$ cat config.mk
export PLATFORM = sky130hd
export DESIGN_NAME = toy_bus_mem_req_node
export DESIGN_NICKNAME = d
export VERILOG_FILES = /design/src/rtl/toy_bus_mem_req_node_pkg.sv /design/src/rtl/toy_bus_fwd_reg.sv /design/src/rtl/toy_bus_mem_req_node.sv
export SDC_FILE = /design/constraint.sdc
export NUM_CORES = 1
export LEC_CHECK = 0
export BUFFER_PORTS_ARGS = -buffer_cell sky130_fd_sc_hd__buf_4
export CAP_MARGIN = 20
export CORE_AREA = 2 2 509 511
export CTS_BUF_LIST = sky130_fd_sc_hd__clkbuf_8
export DETAILED_ROUTE_END_ITERATION = 10
export DIE_AREA = 0 0 511 513
export GPL_TIMING_DRIVEN = 0
export PLACE_DENSITY = 0.3
export SLEW_MARGIN = 20
export SYNTH_ARGS = -nofsm -noshare
export SYNTH_HDL_FRONTEND = slang
export SYNTH_SLANG_ARGS = --single-unit
$ cat constraint.sdc
create_clock -name clk -period 3.3 [get_ports clk]
set_input_delay 0.165 -clock clk [delete_from_list [all_inputs] [get_ports clk]]
set_output_delay 0.165 -clock clk [all_outputs]
set_load 0.01 [all_outputs]
$ cat src/rtl/toy_bus_mem_req_node_pkg.sv
// Shared ToyBus field widths, opcodes and the core-word to bus-byte address helper.
package toy_bus_mem_req_node_pkg;

    localparam int ADDR_W   = 32;
    localparam int DATA_W   = 256;
    localparam int STRB_W   = 32;
    localparam int ID_W     = 4;
    localparam int SB_W     = 32;
    localparam int WORD_OFS = 5;

    localparam logic OP_RD = 1'b0;
    localparam logic OP_WR = 1'b1;

    typedef struct packed {
        logic [ADDR_W-1:0] addr;
        logic [STRB_W-1:0] strb;
        logic [DATA_W-1:0] data;
        logic              opcode;
        logic [SB_W-1:0]   sideband;
    } req_payload_t;

    localparam int REQ_PAYLOAD_W = $bits(req_payload_t);

    // A core word is 32 bytes; only a 24-bit word index reaches the bus.
    function automatic logic [ADDR_W-1:0] word2byte(input logic [23:0] word_idx);
        return {3'b0, word_idx, {WORD_OFS{1'b0}}};
    endfunction

endpackage

$ cat src/rtl/toy_bus_fwd_reg.sv
// One-entry valid/ready forward register; full throughput while the sink is ready.
module toy_bus_fwd_reg #(
    parameter int W = 8
) (
    input  logic         clk,
    input  logic         rst_n,
    input  logic         in_vld_i,
    output logic         in_rdy_o,
    input  logic [W-1:0] in_data_i,
    output logic         out_vld_o,
    input  logic         out_rdy_i,
    output logic [W-1:0] out_data_o
);

    logic         vld_q;
    logic [W-1:0] data_q;
    logic         load;

    assign in_rdy_o   = ~vld_q | out_rdy_i;
    assign load       = in_vld_i & in_rdy_o;
    assign out_vld_o  = vld_q;
    assign out_data_o = data_q;

    always_ff @(posedge clk or negedge rst_n) begin
        if (!rst_n) begin
            vld_q  <= 1'b0;
            data_q <= '0;
        end else if (load) begin
            vld_q  <= 1'b1;
            data_q <= in_data_i;
        end else if (out_rdy_i) begin
            vld_q  <= 1'b0;
        end
    end

endmodule

$ cat src/rtl/toy_bus_mem_req_node.sv
// Core memory port to ToyBus initiator bridge: posted writes, credit-limited reads,
// in-order combinational read-ack pass-through.
module toy_bus_mem_req_node
    import toy_bus_mem_req_node_pkg::*;
#(
    parameter logic [3:0] NODE_ID         = 4'd1,
    parameter logic [3:0] TGT_ID          = 4'd0,
    parameter int         MAX_OUTSTANDING = 4
) (
    input  logic              clk,
    input  logic              rst_n,

    input  logic              in0_mem_en,
    output logic              in0_mem_rdy,
    input  logic [31:0]       in0_mem_addr,
    input  logic [DATA_W-1:0] in0_mem_wr_data,
    input  logic [STRB_W-1:0] in0_mem_wr_byte_en,
    input  logic              in0_mem_wr_en,
    input  logic [SB_W-1:0]   in0_mem_req_sideband,
    output logic              in0_mem_rd_vld,
    input  logic              in0_mem_rd_rdy,
    output logic [DATA_W-1:0] in0_mem_rd_data,
    output logic [SB_W-1:0]   in0_mem_ack_sideband,

    output logic              out0_req_vld,
    input  logic              out0_req_rdy,
    output logic [ADDR_W-1:0] out0_req_addr,
    output logic [STRB_W-1:0] out0_req_strb,
    output logic [DATA_W-1:0] out0_req_data,
    output logic              out0_req_opcode,
    output logic [ID_W-1:0]   out0_req_src_id,
    output logic [ID_W-1:0]   out0_req_tgt_id,
    output logic [SB_W-1:0]   out0_req_sideband,

    input  logic              out0_ack_vld,
    output logic              out0_ack_rdy,
    input  logic              out0_ack_opcode,
    input  logic [DATA_W-1:0] out0_ack_data,
    input  logic [SB_W-1:0]   out0_ack_sideband,
    input  logic [ID_W-1:0]   out0_ack_src_id,
    input  logic [ID_W-1:0]   out0_ack_tgt_id,

    output logic              err_tgt_mismatch,
    output logic              err_unexp_ack,
    output logic [3:0]        rd_cnt
);

    localparam logic [3:0] MAX_CNT = 4'(MAX_OUTSTANDING);

    logic [3:0]   rd_cnt_q, rd_cnt_d;
    logic         err_tgt_q, err_unexp_q;
    logic         credit_ok, fwd_rdy, accept;
    logic         rd_inc, rd_dec;
    logic         ack_match, ack_expected, ack_hs;
    req_payload_t req_in, req_out;

    // ---------------- request path ----------------
    assign credit_ok   = in0_mem_wr_en | (rd_cnt_q < MAX_CNT);
    assign in0_mem_rdy = fwd_rdy & credit_ok;
    assign accept      = in0_mem_en & in0_mem_rdy;

    assign req_in.addr     = word2byte(in0_mem_addr[23:0]);
    assign req_in.strb     = in0_mem_wr_byte_en;
    assign req_in.data     = in0_mem_wr_data;
    assign req_in.opcode   = in0_mem_wr_en ? OP_WR : OP_RD;
    assign req_in.sideband = in0_mem_req_sideband;

    toy_bus_fwd_reg #(.W(REQ_PAYLOAD_W)) u_fwd (
        .clk        (clk),
        .rst_n      (rst_n),
        .in_vld_i   (in0_mem_en & credit_ok),
        .in_rdy_o   (fwd_rdy),
        .in_data_i  (req_in),
        .out_vld_o  (out0_req_vld),
        .out_rdy_i  (out0_req_rdy),
        .out_data_o (req_out)
    );

    assign out0_req_addr     = req_out.addr;
    assign out0_req_strb     = req_out.strb;
    assign out0_req_data     = req_out.data;
    assign out0_req_opcode   = req_out.opcode;
    assign out0_req_sideband = req_out.sideband;
    assign out0_req_src_id   = NODE_ID;
    assign out0_req_tgt_id   = TGT_ID;

    // ---------------- ack filter ----------------
    // Anything not destined for an outstanding read is swallowed so the bus never stalls on it.
    assign ack_match    = (out0_ack_tgt_id == NODE_ID);
    assign ack_expected = ack_match & (rd_cnt_q != 4'd0);
    assign out0_ack_rdy = ack_expected ? in0_mem_rd_rdy : 1'b1;
    assign ack_hs       = out0_ack_vld & out0_ack_rdy;

    assign in0_mem_rd_vld       = out0_ack_vld & ack_expected;
    assign in0_mem_rd_data      = out0_ack_data;
    assign in0_mem_ack_sideband = out0_ack_sideband;

    // ---------------- read credits ----------------
    assign rd_inc = accept & ~in0_mem_wr_en;
    assign rd_dec = ack_hs & ack_expected;

    always_comb begin
        rd_cnt_d = rd_cnt_q;
        case ({rd_inc, rd_dec})
            2'b10:   rd_cnt_d = rd_cnt_q + 4'd1;
            2'b01:   rd_cnt_d = rd_cnt_q - 4'd1;
            default: rd_cnt_d = rd_cnt_q;
        endcase
    end

    always_ff @(posedge clk or negedge rst_n) begin
        if (!rst_n) begin
            rd_cnt_q    <= 4'd0;
            err_tgt_q   <= 1'b0;
            err_unexp_q <= 1'b0;
        end else begin
            rd_cnt_q <= rd_cnt_d;
            if (ack_hs & ~ack_match)
                err_tgt_q <= 1'b1;
            if (ack_hs & ack_match & (rd_cnt_q == 4'd0))
                err_unexp_q <= 1'b1;
        end
    end

    assign rd_cnt           = rd_cnt_q;
    assign err_tgt_mismatch = err_tgt_q;
    assign err_unexp_ack    = err_unexp_q;

    logic unused_ack_fields;
    assign unused_ack_fields = ^{out0_ack_opcode, out0_ack_src_id, in0_mem_addr[31:24]};

endmodule
==> flow_metrics.tcl <==
set metrics [dict create \
    setup_viol 0 \
    nets 3291 \
    setup.worst_path.class "flop to flop" \
    timing.fmax_mhz 355.7 \
    fill_cells 28945 \
    antenna_found_initial 73 \
    dp_hpwl_mm 111.7 \
    crit_chain "nor2_2 -> o21a_4 -> nand2_8 -> buf_8 -> buf_6 -> or2_2 -> ha_1 -> xor2_1 -> ha_1 -> a21oi_1 -> xor2_1 -> nor2_1 -> xor2_1" \
    start_util_pct 6.713 \
    clock_sink_count 352 \
    worstPathArrival_ns 3.47 \
    h-tree-depth 3 \
    synth_top_area_share_pct 51.21 \
    drive_gt1_share_pct 67.63 \
    worst_slew_pin_slew_ns 0.5224 \
    dp_slack_ns 0.4652 \
    area_growth_pct 106.2 \
    synth_seq_area_share_pct 51.21 \
    core_area_um2 256200 \
    status "completed" \
    powerDensity_nw_per_um2 732.1 \
    yosysUniqueCellTypes 31 \
    drt-total-wl_mm 131.6 \
    worstPathRequired_ns 3.95 \
    cts_buffers 88 \
    fin_crit_sh_pct 85.20 \
    fin_skew_ns 0.05066 \
    grt_pass1_wl_mm 166.8 \
    portBuffers 997 \
    routedWlPerCell_um 21.62 \
    synth.cell_area_um2 17200 \
    fin_crit_ns 2.812 \
    die_x_um 511 \
    holdPathStages 3 \
    dr.pass1.iters 4 \
    synth_top_area_cell "dfrtp_1" \
    worstSetupStartpointType "flop" \
    slew_headroom_pct 64.85 \
    slowest_delay_ns 0.47 \
    num_io_pins 1315 \
    clk_latency_ns 0.83 \
    rsz0062_at_grt "false" \
    rr_endpoint "rd_cnt[2]" \
    clkTransAtPathRegs_ns 0.05 \
    syn_inst 1073 \
    route.detailed.drc 0 \
    worst_hold_path.endpoint "err_tgt_mismatch" \
    drv_slew 0 \
    crit_top_cell "xor2_1" \
    vdd_ir_drop_max_mv 0.2965 \
    clockBufferDepth 3 \
    hp-class "primary input to flop" \
    drtIter0Drc 386 \
    cap_violations 0 \
    vias_per_cell 2.389 \
    fp.dieH_um 513 \
    ys_top_cells_by_area "dfrtp_1 51%, mux2_4 29%, buf_4 13%" \
    rows 186 \
    setup_slack_ns 0.4884 \
    postLayoutCoreUtil_pct 13.84 \
    layout_commonest_cell "buf_4" \
    final_cell_mix "1,301 x buf_4, 452 x dlygate4sd3_1, 352 x dfrtp_1" \
    crit_path_end_kind "flop" \
    path_max_fanout 10 \
    grt_pass1_vias 15824 \
    ant_nets 0 \
    startpoint "rd_cnt[2]" \
    crit_buf_inv 2 \
    syn_avg_cell_area_um2 16.03 \
    r2r_slack_ns 0.49 \
    num_vias 14542 \
    gr-usage-all-layers_pct 9.733 \
    p_total_mw 25.96 \
    synth_warnings 0 \
    place_congestion 0.8430 \
    final_hold_viol_count 0 \
    grt_max_degree 76 \
    tritoncts "yes" \
    crit_slowest_cell "dfrtp_1" \
    die_area_um2 262100 \
    hp-start "out0_ack_tgt_id[1]" \
    ys_ff_latch 352 \
    postCtsSetupBuffers 0 \
    leakagePower_nw 16.83 \
    critPathTopFamily "simple AND/OR/NAND/NOR gates" \
    timing.rr.start "rd_cnt[2]" \
    overflow 0 \
    cts-root-buf "clkbuf_8" \
    reg2reg_depth 13 \
]
## flip-flops by register name, indices dropped and copies added (netlist names)
register	cells
u_fwd.out_data_o	345
rd_cnt	4
err_tgt_mismatch	1
err_unexp_ack	1
u_fwd.out_vld_o	1
## worst max path at each step
stage,endpoint,slack [ns],cells after the start
final,rd_cnt[2],0.49,13
after floorplan,rd_cnt[2],0.73,13
after global placement,u_fwd.out_data_o[291],-2.85,1
after detailed placement,rd_cnt[2],0.47,13
after global routing,rd_cnt[2],0.24,13
after CTS,rd_cnt[2],0.44,13
## metal layers
| metal | up-vias | track usage [%] | share of wire [%] |
|---|---|---|---|
| li1 | 6489 | - | - |
| met1 | 6843 | 9.865 | 35 |
| met2 | 951 | 15.86 | 46 |
| met3 | 259 | 6.678 | 15 |
| met4 | 0 | 3.218 | 3.8 |
| met5 | - | 0 | 0 |
## final cells by class
type,instances,area (um^2),share of cell area [%]
repair buffers,1455,12180,34.35
flip-flops and latches,352,8808,24.84
multi-input cells,392,5435,15.33
inverters,1,3.754,0.01058
plain buffers,342,3007,8.478
clock inverters,47,397.9,1.122
diodes,14,35.03,0.09878
clock buffers,99,1363,3.842
well taps,3384,4234,11.94
## cells by family (layout without fill, tap and decap cells)
logic type,Yosys count,count (layout),synth area share (%)
AO/OA/AOI/OAI,6,6,0.3054
XOR/XNOR,5,5,0.2546
adder cells (fa/ha/maj),3,3,0.2182
buffers and inverters,343,1944,17.50
flip-flops,352,352,51.21
multiplexers,347,347,29.87
other,2,30,0.04366
AND/OR/NAND/NOR,15,15,0.6039
## worst reg2reg max path, delay by kind of cell (launching register included)
kind | cells | cell delay, ns
DFF | 1 | 0.47
adders and majority gates | 2 | 0.44
AOI/OAI and AO/OA | 2 | 0.32
xor gates and xnor gates | 3 | 0.48
buffers and inverters | 2 | 0.36
and+or+nand+nor | 4 | 0.63
## cells in the mapped netlist
cell type / number
a21o_1: 2
a21oi_1: 1
a41oi_1: 1
and2_1: 1
buf_12: 33
buf_4: 305
buf_6: 1
buf_8: 3
conb_1: 2
dfrtp_1: 352
ha_1: 3
inv_1: 1
mux2_2: 18
mux2_4: 328
mux2i_1: 1
nand2_1: 1
nand2_8: 1
nand2b_1: 1
nor2_1: 2
nor2_2: 1
nor2b_1: 1
nor3_1: 2
nor4_1: 1
nor4b_1: 1
o21a_4: 1
o41ai_1: 1
or2_2: 1
or3_1: 1
or4b_1: 1
xnor2_1: 1
xor2_1: 4
## through the flow
stage	TNS [ns]	instance area [um^2]	hold slack (ns)	cells
global placement	-924.24	28970	0.3978	5468
finish	0	35470	0.05159	6086
global route	0	35450	0.02585	6079
CTS	0	35430	0.0002212	6072
detailed placement	0	29120	0.1172	5473
floorplan	0	17250	-0.1306	1087
## repair_timing
item / CTS / global route
hold endpoints to repair: 551 / 0
hold buffers: 453 / 0
gates resized for setup: 0 / 0
## where the power goes
group	total (mW)	switching (mW)	internal, mW
logic	12.6	6.13	6.46
clock network	5.87	2.67	3.20
registers	7.50	1.29	6.22
total	26.0	10.1	15.9
Note: power is estimated with default switching activity, not from simulation.
